===== src/rtl/profile_sample_ctrl.sv =====
// Profile counter sequencer with a periodic sampler and a sample FIFO that is drained by POP commands.
// Define PROFILE_SAMPLE_IRQ_EN to add the irq_o output (FIFO half-full or overflow).
module profile_sample_ctrl #(
    parameter logic [7:0] customId   = 8'h00,
    parameter int         FIFO_DEPTH = 8
) (
    input  logic        clock_i,
    input  logic        reset_i,
    input  logic        start_i,
    input  logic [7:0]  ciN_i,
    input  logic [31:0] valueA_i,
    input  logic [31:0] valueB_i,
    output logic        done_o,
    output logic [31:0] result_o,
    input  logic [31:0] counterValue0_i,
    input  logic [31:0] counterValue1_i,
    input  logic [31:0] counterValue2_i,
    output logic [2:0]  counterEnable_o,
    output logic [2:0]  counterClear_o
`ifdef PROFILE_SAMPLE_IRQ_EN
    ,
    output logic        irq_o
`endif
);

    localparam int AW = (FIFO_DEPTH > 1) ? $clog2(FIFO_DEPTH) : 1;
    localparam int CW = AW + 1;

    localparam logic [2:0] OP_STATUS     = 3'd0;
    localparam logic [2:0] OP_SET_MASK   = 3'd1;
    localparam logic [2:0] OP_CLEAR      = 3'd2;
    localparam logic [2:0] OP_SET_PERIOD = 3'd3;
    localparam logic [2:0] OP_START      = 3'd4;
    localparam logic [2:0] OP_STOP       = 3'd5;
    localparam logic [2:0] OP_POP        = 3'd6;
    localparam logic [2:0] OP_SET_SEL    = 3'd7;

    typedef enum logic {IDLE, RUN} state_t;

    state_t         state_q, state_d;
    logic [2:0]     mask_q, mask_d;
    logic [31:0]    period_q, period_d;
    logic [1:0]     sel_q, sel_d;
    logic [31:0]    timer_q, timer_d;
    logic [AW-1:0]  wr_ptr_q, wr_ptr_d;
    logic [AW-1:0]  rd_ptr_q, rd_ptr_d;
    logic [CW-1:0]  count_q, count_d;
    logic           ovf_q, ovf_d;
    logic           done_q, done_d;
    logic [31:0]    result_q, result_d;
    logic [2:0]     enable_q, enable_d;
    logic [2:0]     clear_q, clear_d;
    logic           irq_q, irq_d;

    logic [31:0]    mem [FIFO_DEPTH];
    logic           accept, push, pop, push_ok, full, empty;
    logic [2:0]     op;
    logic [31:0]    sample;
    logic [7:0]     count8;
    logic           unused_bits;

    assign unused_bits = ^valueA_i[31:3];

    always_comb begin
        accept   = start_i && (ciN_i == customId);
        op       = valueA_i[2:0];
        full     = (count_q == CW'(FIFO_DEPTH));
        empty    = (count_q == '0);
        count8   = 8'(count_q);
        state_d  = state_q;
        mask_d   = mask_q;
        period_d = period_q;
        sel_d    = sel_q;
        timer_d  = timer_q;
        ovf_d    = ovf_q;
        done_d   = accept;
        result_d = '0;
        clear_d  = '0;
        push     = 1'b0;

        case (sel_q)
            2'd1:    sample = counterValue1_i;
            2'd2:    sample = counterValue2_i;
            default: sample = counterValue0_i;
        endcase

        // The sampler looks at the current state, so a STOP on the terminal edge still pushes.
        if (state_q == RUN && period_q != '0) begin
            if (timer_q == '0) begin
                push    = 1'b1;
                timer_d = period_q - 32'd1;
            end else begin
                timer_d = timer_q - 32'd1;
            end
        end

        pop = accept && (op == OP_POP) && !empty;

        if (accept) begin
            case (op)
                OP_STATUS:     result_d = {16'b0, count8, 4'b0, full, empty, ovf_q, state_q == RUN};
                OP_SET_MASK:   mask_d = valueB_i[2:0];
                OP_CLEAR: begin
                    clear_d = valueB_i[2:0];
                    if (valueB_i[31]) ovf_d = 1'b0;
                end
                OP_SET_PERIOD: period_d = valueB_i;
                OP_START: begin
                    if (state_q == IDLE) begin
                        state_d = RUN;
                        timer_d = period_q - 32'd1;
                    end
                end
                OP_STOP:       if (state_q == RUN) state_d = IDLE;
                OP_POP:        if (!empty) result_d = mem[rd_ptr_q];
                OP_SET_SEL:    sel_d = valueB_i[1:0];
                default:       result_d = '0;
            endcase
        end

        // A dropped sample wins over a same-edge overflow clear.
        push_ok = push && (!full || pop);
        if (push && full && !pop) ovf_d = 1'b1;

        wr_ptr_d = push_ok ? wr_ptr_q + AW'(1) : wr_ptr_q;
        rd_ptr_d = pop ? rd_ptr_q + AW'(1) : rd_ptr_q;
        if (push_ok && !pop)      count_d = count_q + CW'(1);
        else if (pop && !push_ok) count_d = count_q - CW'(1);
        else                      count_d = count_q;

        enable_d = (state_q == RUN) ? mask_q : 3'b000;
        irq_d    = (count_q >= CW'(FIFO_DEPTH / 2)) || ovf_q;
    end

    always_ff @(posedge clock_i or negedge reset_i) begin
        if (!reset_i) begin
            state_q  <= IDLE;
            mask_q   <= '0;
            period_q <= '0;
            sel_q    <= '0;
            timer_q  <= '0;
            wr_ptr_q <= '0;
            rd_ptr_q <= '0;
            count_q  <= '0;
            ovf_q    <= 1'b0;
            done_q   <= 1'b0;
            result_q <= '0;
            enable_q <= '0;
            clear_q  <= '0;
            irq_q    <= 1'b0;
        end else begin
            state_q  <= state_d;
            mask_q   <= mask_d;
            period_q <= period_d;
            sel_q    <= sel_d;
            timer_q  <= timer_d;
            wr_ptr_q <= wr_ptr_d;
            rd_ptr_q <= rd_ptr_d;
            count_q  <= count_d;
            ovf_q    <= ovf_d;
            done_q   <= done_d;
            result_q <= result_d;
            enable_q <= enable_d;
            clear_q  <= clear_d;
            irq_q    <= irq_d;
        end
    end

    always_ff @(posedge clock_i) begin
        if (push_ok) mem[wr_ptr_q] <= sample;
    end

    assign done_o          = done_q;
    assign result_o        = result_q;
    assign counterEnable_o = enable_q;
    assign counterClear_o  = clear_q;
`ifdef PROFILE_SAMPLE_IRQ_EN
    assign irq_o           = irq_q;
`else
    logic unused_irq;
    assign unused_irq = irq_q ^ unused_bits;
`endif
`ifdef PROFILE_SAMPLE_IRQ_EN
    logic unused_misc;
    assign unused_misc = unused_bits;
`endif

endmodule


===== config.mk =====
export PLATFORM = sky130hd
export DESIGN_NAME = profile_sample_ctrl
export DESIGN_NICKNAME = d
export VERILOG_FILES = /design/src/rtl/profile_sample_ctrl.sv
export SDC_FILE = /design/constraint.sdc
export NUM_CORES = 1
export LEC_CHECK = 0
export CAP_MARGIN = 0
export CORE_ASPECT_RATIO = 1.1
export CORE_UTILIZATION = 50
export CTS_CLUSTER_DIAMETER = 50
export DETAILED_ROUTE_END_ITERATION = 7
export GPL_TIMING_DRIVEN = 0
export PLACE_DENSITY = 0.76
export SYNTH_ARGS = -nofsm -noshare
export SYNTH_HDL_FRONTEND = slang
export SYNTH_SLANG_ARGS = --single-unit
export TNS_END_PERCENT = 1

===== constraint.sdc =====
create_clock -name clock_i -period 4.79 [get_ports clock_i]
set_clock_uncertainty 0.2 [all_clocks]
set_input_delay 0.958 -clock clock_i [delete_from_list [all_inputs] [get_ports clock_i]]
set_output_delay 0.958 -clock clock_i [all_outputs]
set_load 0.01 [all_outputs]

# Yosys cells after proc, flatten, opt, wreduce, memory -nomap -nowiden
# Memories as Yosys holds them, arrays and structs flattened.
# Index checks and enable logic that the tools add are counted.
dict set report op_classes {
  add_sub_neg 6
  eq_ne 10
  n_mux 23
  reduce_logical 29
}
# operator n
set op_table {}
lappend op_table {{2-to-1 mux 32 bit} 7}
lappend op_table {{case mux 32 bit (2 select lines)} 2}
lappend op_table {{subtractor 32 x 1 -> 32 bit, second input constant} 2}
lappend op_table {{zero test 32 bit} 1}
lappend op_table {{nonzero test 32 bit} 1}
lappend op_table {{equality test 3 bit, second input constant} 4}
lappend op_table {{nonzero test 2 bit} 5}
lappend op_table {{logical AND 1 bit} 9}
lappend op_table {{2-to-1 mux 3 bit} 3}
lappend op_table {{zero test 8 bit} 1}
lappend op_table {{2-to-1 mux 1 bit} 8}
lappend op_table {{2-to-1 mux 4 bit} 2}
lappend op_table {{AND reduction 2 bit} 4}
lappend op_table {{adder 3 x 1 -> 3 bit, second input constant} 2}
lappend op_table {{equality test 3 x 2 -> 1 bit, second input constant} 2}
lappend op_table {{adder 4 x 1 -> 4 bit, second input constant} 1}
lappend op_table {{equality test 4 bit, second input constant} 1}
lappend op_table {{zero test 1 bit} 4}
lappend op_table {{zero test 4 bit} 1}
lappend op_table {{subtractor 4 x 1 -> 4 bit, second input constant} 1}
lappend op_table {{equality test 3 x 1 -> 1 bit, second input constant} 1}
lappend op_table {{zero test 3 bit} 1}
lappend op_table {{AND reduction 3 bit} 1}
lappend op_table {{equality test 2 x 1 -> 1 bit, second input constant} 1}
lappend op_table {{other kinds (3)} 3}
dict set report totals {
  ff_bits 120
  ramBits 256
  word_cells 82
  memories 1
}
# name words word_bits read_ports rd_clocked_by_memory_dff wr line_no
set mem_list {}
lappend mem_list {mem 8 32 1 0 1 55} ;# logic [31:0] mem [FIFO_DEPTH];

# Depth between registers and ports, before layout
dict set report logic_depth {
  depth_word 10
  ltp_mapped 16
  ltp_nobuf 15
}

# Worst setup path after synthesis
# OpenSTA, ideal clock, no wires.
dict set report synth_path {
  kind {in2reg}
  start {in ciN_i[4]}
  end {mem mem[1][0], enable pin}
  setup_time_ps 461
  arrival_ps 4958
  required_time_ps 4129
  setup_slack_ps -829
  stages 6
  path_buffers 0
  cell_sequence {nor4b_1 -> nand3_1 -> o311ai_0 -> nand4_1 -> or2_2 -> nor3_1}
}
dict set report synth_between {
  elab_chain_cells 8
}
# element line_no
set synth_rtl {}
lappend synth_rtl {{start, declared} 10} ;# input logic [7:0] ciN_i,
lappend synth_rtl {{zero test 8 bit} 65} ;# accept = start_i && (ciN_i == customId);
lappend synth_rtl {{logical AND 1 bit} 65}
lappend synth_rtl {{logical AND 1 bit (2 in series)} 97} ;# pop = accept && (op == OP_POP) && !empty;
lappend synth_rtl {{logical OR 1 bit} 122} ;# push_ok = push && (!full || pop);
lappend synth_rtl {{logical AND 1 bit} 122}
lappend synth_rtl {{2-to-1 mux 1 bit} 170} ;# if (push_ok) mem[wr_ptr_q] <= sample;
lappend synth_rtl {{2-to-1 mux 1 bit (not written as such)} 170}
lappend synth_rtl {{end, declared} 55}
# Every way passes these cells.

# Worst setup path after layout
dict set report layout_path {
  start {in ciN_i[4]}
  end {mem mem[0][9], enable pin}
}
# Same word-level chain as after synthesis.

==> results by group <==
Run status
  – Status: complete, no violations

Yosys
  – Top FF cell, synth: edfxtp_1
  – Cells after Synth: around 1.1k
  – #FFs+latches synth: 376
  – Syn_nets: around 1.3k
  – Synthesized area: 16200 µm²
  – Async S/R FF share, synth: a little under a third
  – Mapped Avg Cell Area: ~15 µm²
  – Post-synthesis mux area share: about 14%
  – Synth Area in Simple Gates: roughly 8.9%
  – Fraction of the mapped netlist area in adder cells: less than 1%
  – Main combinational cell family by area after synthesis: multiplexers
  – Post-synthesis cell type count: a little under 60
  – Register area share after synthesis: around 66%
  – Compound-Gate Fraction of Synth Area: under 10%
  – Warnings from Yosys: 0
  – Post-synth EDFFs: ~260
  – Post-Synth XOR/XNOR Area: under 10%

STA
  – Pins Over Slew Limit: 0
  – Final setup vio count: 0
  – Achievable frequency: around 220 MHz
  – Post-layout min period: around 4.6 ns
  – Worst setup margin: ~0.15 ns
  – Final period utilization: 96.9%
  – TNS Setup: 0 ns
  – Relative slew slack: ~21%
  – Hold Fails Final Rpt: 0
  – RSZ-0062 raised after global routing: false
  – Worst Tran Pin Value: 1.18 ns

Clocking
  – CTS Sinks: between 300 and 400
  – Hold_buf cts: 0
  – CTS tree: built
  – Clock transition at the registers of the reported paths: ~0.060 ns
  – Bufs on Longest Clock Path: 3
  – # H-tree levels: 2
  – CTS buffer count: a little over 40
  – Clock latency on the worst-skew pair: roughly 0.55 ns
  – Cts repair resizes: 0
  – Root Buffer: clkbuf_16
  – Postcts setup bufs: 0

GRT
  – First-pass GRT wire length: around 63000 µm
  – Number of global-route vias before repair: between 10k and 15k
  – Congestion Overflow GR: 0
  – Largest net degree at the start of global routing: 99
  – Initial antenna violation count: 0
  – GRT Overall Usage: 25.1%

Route
  – Routed Antenna Nets: 0
  – First-pass DRT Iterations: 5
  – DR vias/cell: slightly below 6
  – Routed WL: ~41000 µm
  – DR vias: roughly 10k
  – DRT iter0 DRCs: approximately 940
  – WL per Instance: around 23 µm
  – DRC viols: 0

Place
  – I/O Buffers: 179
  – Pre-CTS setup slack: -0.333 ns
  – Placed Cells: 1688
  – DPL Wire Length: 26900 µm
  – Placer Congestion: a little over 0.9

Critical path
  – Slowest CP cell: o311ai_0
  – Kind of critical path: in2reg
  – Worst-path maximum fanout: 9
  – Critical Path Max Stage Delay: a little under 0.7 ns
  – Setup crit start kind: input port
  – Arrival time worst endpoint: 4.67 ns
  – Crit end category: register
  – Critical Path, Cell by Cell: clkdlybuf4s50_1 > nor4b_1 > nand3_1 > o311ai_0 > nand4_1 > nand2b_1 > nor3_2 > buf_6
  – CP Data Required Time: approximately 4.8 ns

Power and ir drop
  – NetSw: 1530 µW
  – Leak: approximately 0.0071 µW
  – Sw frac: between 20% and 30%
  – Int Pwr: around 5600 µW
  – Tot Pwr: approximately 7200 µW
  – Clock power frac: about 45%
  – PD cells: about 350 nW/µm²
  – Comb pwr share: about 5%
  – Seq pwr share: between 40% and 50%
  – Maximum vdd drop: roughly 260 µV

Hold path
  – Worst min path class: in2async

Layout
  – Final core occ: 64.1%
  – Most frequent cells in the layout: 256 x edfxtp_1, 178 x clkdlybuf4s50_1, 120 x dfrtp_1, 74 x nor2_1, 69 x nand2_1
  – Non-Filler Instances: about 1.8k
  – Nets: ~1.5k
  – Area growth from synthesis to layout: 25.1%
  – Diode count: 0
  – Layout cells sized above 1: between 15 and 20%
  – Most common cell after layout, fill and taps aside: edfxtp_1

Floorplanning
  – Core area: 31700 µm²
  – # IOs: 210
  – Starting Density: between 50% and 60%
  – Die area: 33200 µm²
  – Core Rows: 68
  – Die span in x: approximately 170 µm
  – Die Y: around 190 µm

Flow run
  – Max-capacitance violation count: 0
-- worst max-delay path, delay by kind of cell --
family	cells	cell delay, ns
compound gates	1	0.69
buf+inv	2	0.68
simple gates	5	2.33
-- layout make-up --
type,count,area [µm²]
fillers,2224,11400
flip-flops and latches,376,10700
multi-input cells,631,5310
repair buffers,191,2070
clock buffers,56,1150
well taps,420,526
clock inverters,20,251
plain buffers,54,229
inverters,16,60.1
-- kinds of logic (layout without fill, tap and decap cells) --
family	count (synthesis)	count (layout)
AOI/OAI and AO/OA	141	141
buffers and inverters	70	337
adders and majority gates	12	12
DFF	376	376
xor gates and xnor gates	50	50
and+or+nand+nor	288	288
muxes	140	140
-- per-stage QoR --
step | instance area, µm² | hold slack [ns]
2_1_floorplan | 16200 | 0.248
3_3_place_gp | 18600 | 0.267
3_5_place_dp | 18900 | 0.273
4_1_cts | 20300 | 0.0792
5_1_grt | 20300 | 0.0899
6_report | 20300 | 0.0813
-- power by group through the flow --
stage / registers (µW) / logic [µW] / clock network (µW)
floorplan: 3630 / 164 / 0
global placement: 3640 / 343 / 0
detailed placement: 3640 / 355 / 0
CTS: 3580 / 356 / 3270
global route: 3590 / 392 / 3400
finish: 3580 / 357 / 3230
-- per-layer routing --
metal	global-route usage, %	vias to the layer above	part of all wire, %
met3	4.51	78	8.2
met2	43.5	489	51
met5	0	-	0
met4	7.83	0	2.6
met1	32.2	5230	39
li1	-	4650	-
-- final timing paths --
kind | end | cells past startpoint | slack (ns) | start
max in group asynchronous | period_q[10] | 2 | 3.50 | reset_i
min reg2reg | counterEnable_o[0] | 1 | 0.29 | mask_q[0]
min | result_o[28] | 1 | 0.08 | reset_i
max | mem[0][9] | 8 | 0.15 | ciN_i[4]
min in group clock_i | counterEnable_o[0] | 1 | 0.29 | mask_q[0]
max reg2reg | mem[0][9] | 9 | 0.49 | timer_q[18]
-- registers in the layout (all words and copies together), names as in the netlist --
| signal | cells |
|---|---|
| ovf_q | 1 |
| rd_ptr_q | 3 |
| timer_q | 32 |
| counterEnable_o | 3 |
| count_q | 4 |
| result_o | 32 |
| period_q | 32 |
| counterClear_o | 3 |
| done_o | 1 |
| wr_ptr_q | 3 |
| mem | 256 |
| state_q | 1 |
| sel_q | 2 |
| mask_q | 3 |
-- Yosys cell counts, types with 2 or more instances --
| cell | number | area, µm² |
|---|---|---|
| a211oi_1 | 2 | 15.0 |
| a211oi_2 | 2 | 25.0 |
| a21oi_1 | 16 | 80.1 |
| a221oi_1 | 5 | 43.8 |
| a22o_1 | 3 | 26.3 |
| a22oi_1 | 35 | 263 |
| a311oi_1 | 2 | 17.5 |
| a31oi_1 | 5 | 31.3 |
| a32o_1 | 2 | 20.0 |
| and2_1 | 8 | 50.1 |
| and4_1 | 3 | 26.3 |
| buf_1 | 9 | 33.8 |
| buf_6 | 3 | 33.8 |
| clkbuf_1 | 41 | 154 |
| dfrtp_1 | 120 | 3000 |
| edfxtp_1 | 256 | 7690 |
| ha_1 | 11 | 138 |
| inv_1 | 15 | 56.3 |
| mux2_2 | 38 | 428 |
| mux2i_1 | 38 | 380 |
| mux4_2 | 64 | 1440 |
| nand2_1 | 69 | 259 |
| nand2b_1 | 5 | 31.3 |
| nand3_1 | 12 | 60.1 |
| nand3b_1 | 2 | 15.0 |
| nand4_1 | 20 | 125 |
| nor2_1 | 80 | 300 |
| nor3_1 | 28 | 140 |
| nor3b_1 | 3 | 22.5 |
| nor4_1 | 22 | 138 |
| nor4b_1 | 2 | 17.5 |
| o211ai_1 | 3 | 22.5 |
| o21ai_0 | 48 | 240 |
| o22ai_1 | 2 | 12.5 |
| o2bb2ai_1 | 4 | 35.0 |
| o311ai_0 | 2 | 17.5 |
| or2_2 | 5 | 31.3 |
| or3_1 | 9 | 56.3 |
| or4_1 | 13 | 97.6 |
| or4_4 | 3 | 33.8 |
| xnor2_1 | 24 | 210 |
| xor2_1 | 26 | 228 |
(Power assumes the default switching activity.)
==> RTL edit 1 (same flow settings) <==
The option `PROFILE_SAMPLE_IRQ_EN` is turned on by a define.
--- a/src/rtl/profile_sample_ctrl.sv
+++ b/src/rtl/profile_sample_ctrl.sv
@@ -2,2 +2,4 @@
 // Define PROFILE_SAMPLE_IRQ_EN to add the irq_o output (FIFO half-full or overflow).
+`define PROFILE_SAMPLE_IRQ_EN
+
 module profile_sample_ctrl #(
Behaviour (old outputs only; new: irq_o): same outputs for any inputs over 4 cycles, from zero or initial values and one cycle with reset_i low; that may be too few to reach the edited logic, so the function may still have changed.
==> RTL edit 1 against the unedited design <==
  * Final cell count down 0.40%
  * Setup slack better by 230 ps
  * Final area down 0.68%
  * Sequential cell count up 1
  * Power down 2.1%
  * Fmax up 5.3%
  * Largest power group unchanged
  * Routed wire length down 5.1%
  * Area after synthesis down 0.77%
  * Critical endpoint is now mem[7][0]
==> RTL edit 1: results (changes against the unedited design) <==
stage,metric,value,unit,change
worst_setup_path,worst-endpoint-arrival,4450,ps,-220 ps
grt,pin_count_of_the_biggest_net_entering_global_routing,89,,-10%
cells_and_area,multi_input_comb_area,5180,um2,-2.5%
cells_and_area,n_all_buffers,249,,+1.6%
grt,first_global_vias,10700,,-1.3%
status,run_status,completed,,
pwr,vdd.ir_drop.worst,0.299,mV,+15%
placed_design,detailedPlace.worstSlack,-668,ps,-335 ps
detailed_routing,vias_after_detailed_routing,10400,,-0.11%
timing,final.period_utilization,92.0,%,-4.8 points
cells_and_area,final_layout_size_suffix_gt1_share,16.2,%,+0.75 points
detailed_routing,detailedRoute.firstIterationViolations,969,,+3.2%
detailed_routing,drt_wl_total,38700,um,-5.1%
placed_design,gp_routability_congestion,0.892,,-2.2%
cells_and_area,final-clk-cell-share,6.86,%,-0.064 points
synth,postSynthNetCount,1252,,-0.63%
worst_setup_path,setup.reg_to_reg.worst_slack,380,ps,-110 ps
synth,leading_post_synthesis_cells_by_instance_count,"sky130_fd_sc_hd__edfxtp_1, sky130_fd_sc_hd__dfrtp_1, sky130_fd_sc_hd__nor2_1",,
cells_and_area,fillers,2223,,-0.045%
synth,synth_area_leaders,"sky130_fd_sc_hd__edfxtp_1, sky130_fd_sc_hd__dfrtp_1, sky130_fd_sc_hd__mux4_2, sky130_fd_sc_hd__mux2_2, sky130_fd_sc_hd__nor2_1",,
clock_tree,number_of_buffers_created_by_cts,40,,-2.4%
worst_setup_path,worst_path_max_delay_cell,sky130_fd_sc_hd__nor2_4,,
timing,final.hold.worst_slack,107,ps,+26.0 ps
worst_setup_path,category_of_the_worst_setup_path_launch_point,register,,
synth,ys_seq_area_share,66.5,%,+0.67 points
pwr,power.leakage,7.06,nW,-0.13%
synth,syn-instance-count,1069,,-0.74%
timing,final-hold-violation-count,0,,unchanged
worst_setup_path,worstReg2RegStart,timer_q[15],,
synth,async_reset_ff_share,32.1,%,+0.18 points
cells_and_area,num-multi-input-gates,624,,-1.1%
placed_design,hpwlAfterDp,26200,um,-2.8%
worst_setup_path,worstRegToRegCells,7,,-2
clock_tree,cts_sinks,377,,+0.27%
cells_and_area,clock_buffers,57,,+1.8%
cells_and_area,postLayoutCoreUtil,63.9,%,-0.26 points
synth,yosysUniqueCellTypes,57,,-3.4%
worst_setup_path,timing.critical_path.fanout_max,18,,+9
cells_and_area,seqAreaFraction,53.2,%,+0.48 points
cells_and_area,buffer_area_share,11.5,%,+0.10 points
detailed_routing,routedWlPerCell,22.0,um,-4.8%
worst_setup_path,timing.critical_path.to,mem[7][0],,
placed_design,placed_area,18800,um2,-0.65%
grt,grt_first_pass_wirelength,60400,um,-3.5%
clock_tree,post_cts_resized,1,,+1
placed_design,port-buffer-count,180,,+0.56%
timing,timing.slew.headroom,12.3,%,-8.2 points
grt,globalRouteTotalUtil,24.2,%,-0.90 points
cells_and_area,nonClockInverterCount,13,,-3
cells_and_area,num-nets-final,1488,,-0.40%
-- RTL edit 1: cell count changes after synthesis, sizes merged, moves of 9 or more --
cell | unedited run | this run
mux2i | 38 | 24
nand2 | 69 | 60
nor2 | 81 | 90
xor2 | 26 | 37
-- RTL edit 1: logic make-up after synthesis --
kind of cell	synth area share [%]
XOR/XNOR	2.88
multiplexers	13.4
adder cells (fa/ha/maj)	0.979
AND/OR/NAND/NOR	8.69
flip-flops	66.5
AO/OA/AOI/OAI	5.76
buffers and inverters	1.69
-- RTL edit 1: where the power goes --
part | leakage, nW | internal, mW | switching (mW)
clock network | 0.667 | 1.86 | 1.29
registers | 3.84 | 3.53 | 0.0423
logic | 2.56 | 0.165 | 0.140
total | 7.06 | 5.56 | 1.47
-- RTL edit 1: per-layer routing --
metal	global-route usage, %	part of all wire, %
met5	0	0
met1	31.2	40
met2	41.7	50
met3	3.69	7.4
met4	8.95	3.1
==> RTL edit 2 (config.mk and constraints unchanged) <==
Without the edit above. Add an input register stage for `counterValue1_i`, cleared by the reset; this delays it by one clock. The other inputs are not delayed to match.
--- a/src/rtl/profile_sample_ctrl.sv
+++ b/src/rtl/profile_sample_ctrl.sv
@@ -38,2 +38,12 @@
     typedef enum logic {IDLE, RUN} state_t;
+
+    logic [31:0] counterValue1_q;
+
+    always_ff @(posedge clock_i or negedge reset_i) begin
+        if (!reset_i) begin
+            counterValue1_q <= '0;
+        end else begin
+            counterValue1_q <= counterValue1_i;
+        end
+    end
 
@@ -81,3 +91,3 @@
         case (sel_q)
-            2'd1:    sample = counterValue1_i;
+            2'd1:    sample = counterValue1_q;
             2'd2:    sample = counterValue2_i;
Check against the original RTL: not equivalent (Yosys sat finds a counterexample within 10 cycles, from zero or initial values and one cycle with reset_i low).
==> RTL edit 2 against the unedited design <==
  * Setup slack better by 170 ps
  * Routed wire length shrank 1.9%
  * Final area is 3.5% higher
  * Sequential share of layout area grew 2.0 points
  * Utilization shrank 0.85 points
  * Sequential cell count increased by 32
  * Area after synthesis up 3.8%
  * Power is 5.1% higher
==> RTL edit 2: results (changes against the unedited design) <==
stage,metric,value,unit,change
pwr,power-per-cell-area,359,nW/um2,+1.6%
timing,actual_slew_at_the_worst_max_slew_pin,1400,ps,+218 ps
cells_and_area,postLayoutCoreUtil,63.3,%,-0.85 points
worst_setup_path,timing.critical_path.to,mem[4][25],,
detailed_routing,vias_after_detailed_routing,10500,,+0.53%
synth,ys_seq_area_share,68.2,%,+2.3 points
worst_setup_path,timing.critical_path.fanout_max,10,,+1
synth,post_synthesis_area_per_instance,15.8,um2,+4.6%
worst_setup_path,worstRegToRegCells,11,,+2
synth,synth_compound_area_share,5.44,%,-0.44 points
clock_tree,cts_sinks,408,,+8.5%
detailed_routing,routedWlPerCell,22.5,um,-2.7%
synth,postSynthNetCount,1252,,-0.63%
worst_setup_path,worst_setup_path_startpoint,ciN_i[2],,
synth,async_reset_ff_share,37.3,%,+5.3 points
cells_and_area,n_all_buffers,253,,+3.3%
synth,leading_post_synthesis_cells_by_instance_count,"sky130_fd_sc_hd__edfxtp_1, sky130_fd_sc_hd__dfrtp_1, sky130_fd_sc_hd__mux4_2, sky130_fd_sc_hd__nor2_1, sky130_fd_sc_hd__nand2_1",,
pwr,p_sw,1.53,mW,about the same
status,run_status,completed,,
grt,pin_count_of_the_biggest_net_entering_global_routing,101,,+2.0%
placed_design,post-place-cells,1699,,+0.65%
cells_and_area,fillers,2349,,+5.6%
grt,globalRouteTotalUtil,24.0,%,-1.1 points
cells_and_area,num-multi-input-gates,593,,-6.0%
pwr,power.leakage,7.43,nW,+5.1%
cells_and_area,multi_input_comb_area,5130,um2,-3.3%
placed_design,detailedPlace.worstSlack,-382,ps,-48.2 ps
pwr,clockPowerShare,45.7,%,+0.6 points
grt,use_met2,39.4,%,-4.1 points
cells_and_area,seqAreaFraction,54.7,%,+2.0 points
grt,grt_first_pass_wirelength,62300,um,-0.55%
synth,synth_area_leaders,"sky130_fd_sc_hd__edfxtp_1, sky130_fd_sc_hd__dfrtp_1, sky130_fd_sc_hd__mux4_2, sky130_fd_sc_hd__mux2_2, sky130_fd_sc_hd__xnor2_1",,
floorplanning,die_footprint,34400,um2,+3.8%
clock_tree,number_of_buffers_created_by_cts,43,,+4.9%
==> RTL edit 2: changes by cell type in the layout (fill, tap and decap cells not counted), moves of 8 or more <==
cell / delta
sky130_fd_sc_hd__o21ai_0: -11
sky130_fd_sc_hd__mux2_2: +9
sky130_fd_sc_hd__buf_2: +9
sky130_fd_sc_hd__nor2_1: -13
sky130_fd_sc_hd__buf_16: -8
sky130_fd_sc_hd__nand2_1: -16
sky130_fd_sc_hd__dfrtp_1: +32
sky130_fd_sc_hd__nand4_1: -17
sky130_fd_sc_hd__mux2i_1: -11
sky130_fd_sc_hd__xnor2_1: +13
sky130_fd_sc_hd__a21oi_1: +15
==> RTL edit 2: timing repair <==
item                                    4_1_cts  5_1_grt
resized for setup                             0        1
hold buffers                                  0        0
endpoints found under the setup margin        0        1
==> RTL edit 2: routing by layer <==
layer	part of all wire, %	wire (um)	up-vias
li1	-	-	4618
met5	0	0	-
met1	41	16200	5322
met3	7.2	2890	87
met4	2.6	1030	0
met2	50	19900	475
